[src/rtl/washer_sequencer.sv]
// Wash-program sequencer: steps the motor-function block through the stage list of the
// selected program. Optional per-stage watchdog enabled by defining WASHER_SEQ_TIMEOUT_EN.
module washer_sequencer #(
    parameter logic [31:0] GAP_CYCLES     = 32'd100_000_000,
    parameter logic [31:0] TIMEOUT_CYCLES = 32'd3_000_000_000
) (
    input  logic       i_clk,
    input  logic       i_reset,
    input  logic       i_start,
    input  logic       i_pause,
    input  logic       i_abort,
    input  logic [1:0] i_program,
    input  logic       i_fin,
    output logic [2:0] o_mode,
    output logic [1:0] o_stage,
    output logic       o_busy,
    output logic       o_done,
    output logic       o_err
);

    // state | meaning
    // IDLE  | waiting for start, motor stopped
    // LOAD  | arming: wait for the finish flag to drop before running the stage
    // RUN   | motor driven with the current stage's mode
    // GAP   | stopped pause between two stages
    // PAUSE | user pause; stage restarts from its beginning on release
    // DONE  | program complete
    // ERROR | watchdog expired; only abort or reset leaves
    typedef enum logic [2:0] {
        S_IDLE, S_LOAD, S_RUN, S_GAP, S_PAUSE, S_DONE, S_ERROR
    } state_t;

    state_t      state, state_nxt;
    logic [1:0]  prog, prog_nxt;
    logic [1:0]  stage, stage_nxt;
    logic [2:0]  mode_nxt;
    logic [31:0] gap_cnt;
    logic        gap_expired;
    logic        timeout;
    logic        err_nxt;

    function automatic logic [2:0] stage_mode(input logic [1:0] p, input logic [1:0] s);
        case (p)
            2'd0:    stage_mode = (s == 2'd0) ? 3'd1 : ((s == 2'd1) ? 3'd2 : 3'd3);
            2'd1:    stage_mode = (s == 2'd0) ? 3'd1 : 3'd3;
            2'd2:    stage_mode = (s == 2'd0) ? 3'd2 : 3'd3;
            default: stage_mode = 3'd3;
        endcase
    endfunction

    function automatic logic [1:0] last_stage(input logic [1:0] p);
        case (p)
            2'd0:    last_stage = 2'd2;
            2'd3:    last_stage = 2'd0;
            default: last_stage = 2'd1;
        endcase
    endfunction

    // A zero gap setting still spends one cycle in GAP.
    assign gap_expired = (GAP_CYCLES == 32'd0) || (gap_cnt == GAP_CYCLES - 32'd1);

`ifdef WASHER_SEQ_TIMEOUT_EN
    logic [31:0] wd_cnt;

    always_ff @(posedge i_clk or negedge i_reset) begin
        if (!i_reset) begin
            wd_cnt <= 32'd0;
        end else if (state != S_RUN) begin
            wd_cnt <= 32'd0;
        end else begin
            wd_cnt <= wd_cnt + 32'd1;
        end
    end

    assign timeout = (state == S_RUN) &&
                     ((TIMEOUT_CYCLES == 32'd0) || (wd_cnt == TIMEOUT_CYCLES - 32'd1));
    assign err_nxt = (state_nxt == S_ERROR);
`else
    logic unused_timeout_cfg;
    assign unused_timeout_cfg = ^TIMEOUT_CYCLES;
    assign timeout = 1'b0;
    assign err_nxt = 1'b0;
`endif

    always_comb begin
        state_nxt = state;
        prog_nxt  = prog;
        stage_nxt = stage;
        if (i_abort) begin
            state_nxt = S_IDLE;
        end else begin
            case (state)
                S_IDLE, S_DONE: begin
                    if (i_start) begin
                        state_nxt = S_LOAD;
                        prog_nxt  = i_program;
                        stage_nxt = 2'd0;
                    end
                end
                S_LOAD: begin
                    if (i_pause)     state_nxt = S_PAUSE;
                    else if (!i_fin) state_nxt = S_RUN;
                end
                S_RUN: begin
                    if (i_pause) begin
                        state_nxt = S_PAUSE;
                    end else if (i_fin) begin
                        if (stage == last_stage(prog)) begin
                            state_nxt = S_DONE;
                        end else begin
                            state_nxt = S_GAP;
                            stage_nxt = stage + 2'd1;
                        end
                    end else if (timeout) begin
                        state_nxt = S_ERROR;
                    end
                end
                S_GAP: begin
                    if (i_pause)          state_nxt = S_PAUSE;
                    else if (gap_expired) state_nxt = S_LOAD;
                end
                S_PAUSE: begin
                    if (!i_pause) state_nxt = S_LOAD;
                end
                S_ERROR: state_nxt = S_ERROR;
                default: state_nxt = S_IDLE;
            endcase
        end
        mode_nxt = (state_nxt == S_RUN) ? stage_mode(prog_nxt, stage_nxt) : 3'd0;
    end

    // Outputs are registered from the next-state decode so they align with the state.
    always_ff @(posedge i_clk or negedge i_reset) begin
        if (!i_reset) begin
            state   <= S_IDLE;
            prog    <= 2'd0;
            stage   <= 2'd0;
            gap_cnt <= 32'd0;
            o_mode  <= 3'd0;
            o_busy  <= 1'b0;
            o_done  <= 1'b0;
            o_err   <= 1'b0;
        end else begin
            state   <= state_nxt;
            prog    <= prog_nxt;
            stage   <= stage_nxt;
            gap_cnt <= (state == S_GAP) ? gap_cnt + 32'd1 : 32'd0;
            o_mode  <= mode_nxt;
            o_busy  <= (state_nxt == S_LOAD) || (state_nxt == S_RUN) ||
                       (state_nxt == S_GAP)  || (state_nxt == S_PAUSE);
            o_done  <= (state_nxt == S_DONE);
            o_err   <= err_nxt;
        end
    end

    assign o_stage = stage;

endmodule

[config.mk]
export PLATFORM = sky130hd
export DESIGN_NAME = washer_sequencer
export DESIGN_NICKNAME = d
export VERILOG_FILES = /design/src/rtl/washer_sequencer.sv
export SDC_FILE = /design/constraint.sdc
export NUM_CORES = 1
export LEC_CHECK = 0
export BUFFER_PORTS_ARGS = -buffer_cell sky130_fd_sc_hd__buf_2
export CORE_UTILIZATION = 61
export CTS_CLUSTER_DIAMETER = 60
export DETAILED_ROUTE_END_ITERATION = 7
export PLACE_DENSITY = 0.8
export SLEW_MARGIN = 20
export SYNTH_ARGS = -nofsm -noshare
export SYNTH_HDL_FRONTEND = slang
export SYNTH_SLANG_ARGS = --single-unit
[constraint.sdc]
create_clock -name i_clk -period 3 [get_ports i_clk]
set_input_delay 0.15 -clock i_clk [delete_from_list [all_inputs] [get_ports i_clk]]
set_output_delay 0.15 -clock i_clk [all_outputs]
set_load 0.01 [all_outputs]
**Word level (Yosys, flattened, before mapping)**

Cells that the tools add are included.

- Flip-flop bits (word level): 44
- Bits in latches: 0
- Memory bits (writable): 0
- Bits in read-only memories: 0
- Input bits: 8
- Output and inout port bits: 8
- Word-level logic and storage cells: 66
- Memories: 0

- Add/subtract/negate cells: 2
- Multipliers: 0
- Divide/modulo/power cells: 0
- Magnitude comparators: 0
- Equality and inequality tests: 17
- Shift operators: 0
- Multiplexer cells: 32
- Bitwise operators: 0
- Reductions and logical operators: 8

Operators by type and width:

| cell | count |
|---|---|
| $mux 3 | 11 |
| $add 32x1->32 const B | 1 |
| $eq 32x27->1 const B | 1 |
| $mux 32 | 1 |
| $mux 2 | 14 |
| $pmux 3 s6 | 1 |
| $eq 3x3->1 const B | 5 |
| $eq 3x2->1 const B | 4 |
| $pmux 2 s2 | 2 |
| $eq 3x1->1 const B | 2 |
| $logic_not 2->1 | 3 |
| $pmux 2 s3 | 1 |
| $eq 2x1->1 const B | 2 |
| $eq 2x2->1 const B | 2 |
| $logic_not 3->1 | 1 |
| $logic_or 1x1->1 | 3 |
| $add 2x1->2 const B | 1 |
| $eq 2x2->1 | 1 |
| $mux 1 | 2 |
| $reduce_or 2->1 | 1 |

**Logic depth before layout (Yosys ltp)**

Gate-level depths: netlist (run 1).

- Depth in word-level cells: 17
- Gate-level depth with buffers: 8
- Depth with buffers taken out: 8

**Worst setup path before layout (run 1)**

OpenSTA, ideal clock, no wires.

- Kind: register to register
- From: register gap_cnt[0]
- To: register o_mode[0]
- Arrival time: 1.792 ns
- Data required time: 2.918 ns
- Setup slack: 1.126 ns
- Cell stages (with the launch flop): 9
- Path buffers: 1
- Cells stage by stage: dfrtp_1 -> ha_1 -> and3_1 -> buf_2 -> nand2_4 -> nor4_1 -> o41a_2 -> nand4bb_1 -> a31oi_1

- Cells in the longest elaborated chain, start to end: 7

RTL lines:

| element | RTL line | source |
|---|---|---|
| from (decl) | 37 | `logic [31:0] gap_cnt;` |
| from (signal assigned) | 147 | `gap_cnt <= (state == S_GAP) ? gap_cnt + 32'd1 : 32'd0;` |
| $eq 32x27->1 | 60 | `assign gap_expired = (GAP_CYCLES == 32'd0) \|\| (gap_cnt == GAP_CYCLES - 32'd1);` |
| $mux 3 | 120 | `else if (gap_expired) state_nxt = S_LOAD;` |
| $mux 3 | 119 | `if (i_pause) state_nxt = S_PAUSE;` |
| $pmux 3 s6 | 92 | `case (state)` |
| $mux 3 | 89 | `if (i_abort) begin` |
| $eq 3x2->1 | 129 | `mode_nxt = (state_nxt == S_RUN) ? stage_mode(prog_nxt, stage_nxt) : 3'd0;` |
| $mux 3 | 129 |  |
| named net mode_nxt[0] | 36 | `logic [2:0] mode_nxt;` |
| to (signal assigned) | 148 | `o_mode <= mode_nxt;` |
| to (decl) | 14 | `output logic [2:0] o_mode,` |

The timed path passes the listed nets, and every way through them passes these cells.

**Worst setup path in the final report (run 1)**

- From: register gap_cnt[0]
- To: register o_mode[1]

The elaborated chain is that of the path after synthesis.

==> metrics.txt, run 1 <==
Cell Rows=22; failing checks=negative hold slack; Layout Cells excl Fill=between 200 and 300; Root Driver=clkbuf_8; area of the core=3660 sq um; Critical Path End Type=flip-flop; Bufs on Longest Clock Path=2; Syn Inst Count=roughly 240; Peak VDD IR=0.441 mV; Clock Sinks=43; postcts setup bufs=0; Synth area leader=dfrtp_1; H-tree depth=2; critical path fanouts, max=5; Hold/Removal Path Class=in -> async; sequential cell area fraction in the yosys report=a little under half; Leakage=1.11 nW; Fmax=0.502 GHz; Initial Util=a little under two thirds; share of layout cells above drive strength 1=14.8%; PwrDens=~480 nW/um^2; CTS resizes=0; Commonest cells post-synth=dfrtp_1 (43), nor2_1 (38), xor2_1 (23), nand3_1 (17), nand2_1 (16); Final setup viols=0; cts hold-fix bufs=0; Placed Cells=290; Worst-Skew Late Latency=0.30 ns; initial drt markers=38; total CTS buffers=5; status=complete, but fails checks; ant diodes=0; Post-DP HPWL=around 2.8 mm; Final #Nets=between 200 and 300; top cell type's share of synthesized area=between 40% and 50%; Worst setup SP type=flip-flop; count of final max-slew check failures=0; async set or reset register ratio after synthesis=100%; Slowest Stage Delay on Critical Path=slightly above 0.4 ns; Top delay family on crit path=simple AND/OR/NAND/NOR gates; DRC=0; #FFs+latches synth=43; CTS tree=yes; Max-Cap Viols=0; Post-synth EDFFs=0; mapped cell area=approximately 2300 sq um; P&R area growth vs syn=7.54%; drt total wl=4.03 mm; Slew HR=between 30% and 40%; Area contributors post-synth=dfrtp_1 (46%), xor2_1 (8.6%), nor2_1 (6.1%), nand3_1 (3.6%), xnor2_1 (3.4%); Slew @ Worst Pin=0.925 ns; global route overflow=0; CP Cell Sequence=ha_1 -> and3_1 -> nand2_4 -> nor4_1 -> o41a_2 -> nand4bb_1 -> a31oi_1; first-pass GRT wire length=between 7 and 8 mm; RSZ-0062 raised after global routing=false; setup_tns=0 ns; Total Routing Usage GR=approximately a quarter; CP arrival=between 2 and 2.5 ns; clock-pin slew on the worst setup and hold paths=roughly 0.09 ns; first drt pass iteration count=4; Bufs and invs on worst path=0; vias in the first global route=1643; Ys Warns=0; worst path required time=3.23 ns; Setup Skew=0.00931 ns; Hold WS=-0.0119 ns; FILL cells=around 280; largest net degree at the start of global routing=44; gp weighted congestion=roughly 0.8; CP max-delay cell=dfrtp_1; number of buffers added on ports=13; total number of vias=about 1700; initial antenna violation count=0; via/cell ratio=roughly 5.6; Die X=roughly 64 microns; Tmin final=around 2 ns; IO Pins=16; final worst-path cycle share=66.4%; count leader, synth=dfrtp_1; die area=roughly 4000 sq um; DR WL/cell=between 10 and 15 microns; CP Class=reg -> reg; final hold vios=31; Routed Antenna Nets=0; area of the multi-input gates=1160 sq um; ys flop type=dfrtp_1; syn avg cell area=9.87 sq um; FF+latch area=~1100 sq um; Synth cell types=49; Die H=~64 microns
## metal layers
layer  share of wire [%]  track usage, %  vias up  wire length [microns]
met3                 3.2            5.89        7                    129
met4                 1.6            9.94        0                     65
li1                    -               -      836                      -
met5                   0               0        -                      0
met1                  49            32.1      797                   1960
met2                  47            36.3       26                   1880
## state kept, by name, indices dropped and copies added, names as in the netlist
name and flops:
gap_cnt 32, state 3, o_mode 2, o_stage 2, prog 2, o_busy 1
o_done 1
## layout by cell type (no fill, tap or decap), types with 2 or more instances in the layout
| cell | count |
|---|---|
| a21oi_1 | 7 |
| a31oi_1 | 3 |
| and2b_2 | 2 |
| and3_1 | 6 |
| and4_1 | 4 |
| buf_2 | 13 |
| clkbuf_8 | 5 |
| conb_1 | 2 |
| dfrtp_1 | 43 |
| ha_1 | 2 |
| inv_1 | 9 |
| mux2i_1 | 2 |
| nand2_1 | 16 |
| nand3_1 | 17 |
| nand4_1 | 3 |
| nor2_1 | 38 |
| nor2b_1 | 2 |
| nor3_1 | 2 |
| nor4_1 | 4 |
| nor4_4 | 2 |
| nor4b_1 | 2 |
| o21ai_0 | 6 |
| or3_1 | 2 |
| xnor2_1 | 9 |
| xor2_1 | 23 |
## worst register-to-register path, delay by kind of cell (launching register included)
family,cells,cell delay [ns]
and+or+nand+nor,4,0.71
AOI/OAI and AO/OA,2,0.57
adders and majority gates,1,0.22
DFF,1,0.41
## power breakdown
part | internal, mW | total, mW | switching, mW
logic | 0.0608 | 0.139 | 0.0786
clock network | 0.248 | 0.449 | 0.201
registers | 0.594 | 0.611 | 0.0174
## cell type report
class	instances	area share, %
clock buffers	5	2.74
clock inverters	3	1.74
inverters	9	1.34
multi-input cells	176	46.1
flip-flops and latches	43	42.8
well taps	48	2.39
repair buffers	14	2.89
## kinds of logic (layout without fill, tap and decap cells)
logic type,count (synthesis),count (layout),synth area share (%)
buffers and inverters,19,31,4.55
adder cells (fa/ha/maj),2,2,1.07
XOR/XNOR,32,32,12.0
multiplexers,3,3,1.82
AO/OA/AOI/OAI,26,26,7.44
other,1,2,0.160
AND/OR/NAND/NOR,111,111,27.0
flip-flops,43,43,46.0
## worst paths after layout
path | startpoint | endpoint | slack, ns | cells past startpoint
worst max-delay path | gap_cnt[0] | o_mode[1] | 1.01 | 7
worst min-delay path | i_reset | gap_cnt[13] | -0.01 | 1
worst max register to register | gap_cnt[0] | o_mode[1] | 1.01 | 7
worst min register to register | gap_cnt[0] | gap_cnt[0] | 0.48 | 1
max in group asynchronous | i_reset | state[1] | 2.44 | 1
min in group i_clk | i_program[1] | prog[1] | 0.10 | 3
## metrics by stage
| stage | worst slack [ns] | utilization, % | total power, mW | instance area [sq um] |
|---|---|---|---|---|
| 3_5_place_dp | 0.998 | 65.6 | 0.760 | 2400 |
| 3_3_place_gp | 1.06 | 65.6 | 0.755 | 2400 |
| 4_1_cts | 0.990 | 68.7 | 1.21 | 2510 |
| 2_1_floorplan | 1.13 | - | 0.726 | 2340 |
| 5_1_grt | 0.847 | 68.7 | 1.25 | 2510 |
| 6_report | 1.01 | 68.7 | 1.20 | 2510 |
No activity file was read; power rests on OpenSTA's default activity.
==> run 2: changes to the inputs <==
--- a/config.mk
+++ b/config.mk
@@ -6,10 +6,10 @@
 export NUM_CORES = 1
 export LEC_CHECK = 0
 export BUFFER_PORTS_ARGS = -buffer_cell sky130_fd_sc_hd__buf_2
-export CORE_UTILIZATION = 61
+export CORE_UTILIZATION = 60
 export CTS_CLUSTER_DIAMETER = 60
 export DETAILED_ROUTE_END_ITERATION = 7
-export PLACE_DENSITY = 0.8
+export PLACE_DENSITY = 0.79
 export SLEW_MARGIN = 20
 export SYNTH_ARGS = -nofsm -noshare
 export SYNTH_HDL_FRONTEND = slang
==> constraint.sdc (replaced) <==
create_clock -name i_clk -period 2.1 [get_ports i_clk]
set_input_delay 0.105 -clock i_clk [delete_from_list [all_inputs] [get_ports i_clk]]
set_output_delay 0.105 -clock i_clk [all_outputs]
set_load 0.01 [all_outputs]
==> run 2 against run 1 <==
Compared with the run above: the flow now finishes without violations; via count grew 4.3%; clock power grew 10%; count of clock-buffer cells in the layout grew 2; hold slack gained 0.058 ns; wire length grew 5.6%; die area grew 1.6%; non-clock buffer count grew 6; core utilization shrank 0.072 points; clock skew shrank 0.0048 ns; setup slack lost 0.86 ns; cell count grew 2.0%.
==> metrics.txt, run 2 (synthesized netlist as in run 1, its figures left out) <==
CP Class=reg -> reg; vias in the first global route=~1700; Worst setup SP type=flip-flop; commonest non-fill, non-tap cell in the layout=dfrtp_1; Total Routing Usage GR=between 20% and 30%; Fmax=0.511 GHz; final worst-path cycle share=~93%; H-tree depth=2; Top reg by flops=gap_cnt; Top delay family on crit path=simple AND/OR/NAND/NOR gates; count of final max-slew check failures=0; number of buffers added on ports=13; Max-Cap Viols=0; met3 wire length=around 140 microns; Initial Util=63.4%; r2r setup slk=0.14 ns; area of the core=3690 sq um; RSZ-0062 raised after global routing=false; most frequent cells in the layout=dfrtp_1 (43), nor2_1 (38), xor2_1 (23); CTS tree=yes; critical path fanouts, max=5; dpl ws=0.159 ns; first drt pass iteration count=4; total CTS buffers=5; worst path required time=about 2.3 ns; hold depth=3; Die X=roughly 64 microns; Critical Path End Type=flip-flop; largest registers=gap_cnt: 32 flops, state: 3 flops; top layer in use=met4; status=completed; first-pass GRT wire length=7.40 mm; Setup Skew=0.00447 ns; largest net degree at the start of global routing=32; Layout Cells excl Fill=~300; postcts setup bufs=0; Hold EP=prog[0]; IO Pins=16; Worst Min Path Start=i_program[0]; worst reg-to-reg path cell count=7; via/cell ratio=5.71; clock-pin slew on the worst setup and hold paths=~0.070 ns; CTS resizes=0; beginning of the worst register-to-register path=gap_cnt[0]; Root Driver=clkbuf_8; FF+latch area=1080 sq um; gp weighted congestion=a little over 0.8; DRC=0; setup_tns=0 ns; Bufs and invs on worst path=0; global route overflow=0; reg2reg end=o_mode[0]; Placed Cells=~300; PnR worst setup slack=between 0.1 and 0.15 ns; initial drt markers=80; final hold vios=0; PwrDens=about 620 nW/um^2; die area=between 4000 and 5000 sq um; FILL cells=308; CP max-delay cell=o41a_2; Post-DP HPWL=between 3 and 4 mm; P&R area growth vs syn=8.24%; Bufs on Longest Clock Path=2; area of the multi-input gates=~1200 sq um; Leakage=between 1 and 1.5 nW; initial antenna violation count=0; metal2 WL=roughly 2.1 mm; drt total wl=roughly 4.3 mm; Cell Rows=22; share of layout cells above drive strength 1=~16%; ant diodes=0; Final setup viols=0; CP Cell Sequence=ha_1 -> and3_1 -> nand2_4 -> nor4_1 -> o41a_2 -> nand4bb_1 -> a31oi_1; DR WL/cell=about 14 microns; Worst-Skew Late Latency=roughly 0.29 ns; total number of vias=~1700; Die H=roughly 64 microns; Slowest Stage Delay on Critical Path=roughly 0.42 ns; Peak VDD IR=around 0.59 mV; Hold/Removal Path Class=in -> reg; post-route met1 wirelength=roughly 2.0 mm; Clock Sinks=43; Routed Antenna Nets=0; Final #Nets=265; CP arrival=approximately 2.2 ns; Tmin final=between 1.5 and 2 ns; number of flip-flops under the largest register name=32
[run 2: changes by cell type in the layout (fill, tap and decap cells not counted), sizes merged]
cell	change
buf	+5
bufinv	-1
clkbuf	+2
clkinv	-1
dlygate4sd3	+1
[run 2: worst max-delay path by stage]
stage,from,to,cells past startpoint
2_1_floorplan,gap_cnt[0],o_mode[0],8
3_3_place_gp,gap_cnt[0],o_mode[0],7
3_5_place_dp,gap_cnt[0],o_mode[0],7
4_1_cts,gap_cnt[0],o_mode[0],7
5_1_grt,gap_cnt[0],o_mode[0],7
6_report,gap_cnt[0],o_mode[0],7
[run 2: stage by stage]
step | utilization (%) | power, mW | area [sq um] | hold WS, ns
floorplan | - | 1.04 | 2340 | -0.191
global placement | 66.1 | 1.09 | 2440 | 0.0307
detailed placement | 66.1 | 1.09 | 2440 | 0.0351
CTS | 68.6 | 1.59 | 2530 | 0.0374
global route | 68.6 | 1.64 | 2530 | 0.0651
finish | 68.6 | 1.57 | 2530 | 0.0461
[run 2: report_power, final]
group	internal [mW]	switching, mW	total (mW)
combinational	0.0938	0.121	0.215
clock	0.233	0.261	0.494
sequential	0.848	0.0153	0.864
total	1.18	0.397	1.57
[run 2: tightest hold or removal path, delay by kind of cell]
kind | cells | cell delay (ns)
mux | 1 | 0.07
buf+inv | 2 | 0.12
[run 2: area by class of cell]
cell class	count	area share, %
clock buffers	7	3.02
clock inverters	1	0.198
inverters	9	1.33
multi-input cells	176	45.8
flip-flops and latches	43	42.5
well taps	48	2.37
repair buffers	20	4.75
[run 2: what timing repair did]
item,in CTS,in global routing
setup endpoints to repair,0,0
endpoints found under the hold margin,15,0
hold buffers,1,0
[run 2: per-layer routing]
metal	GRT usage, %	vias to the layer above
li1	-	843
met5	0	-
met2	38.8	35
met3	5.28	9
met1	29.9	850
met4	8.89	0
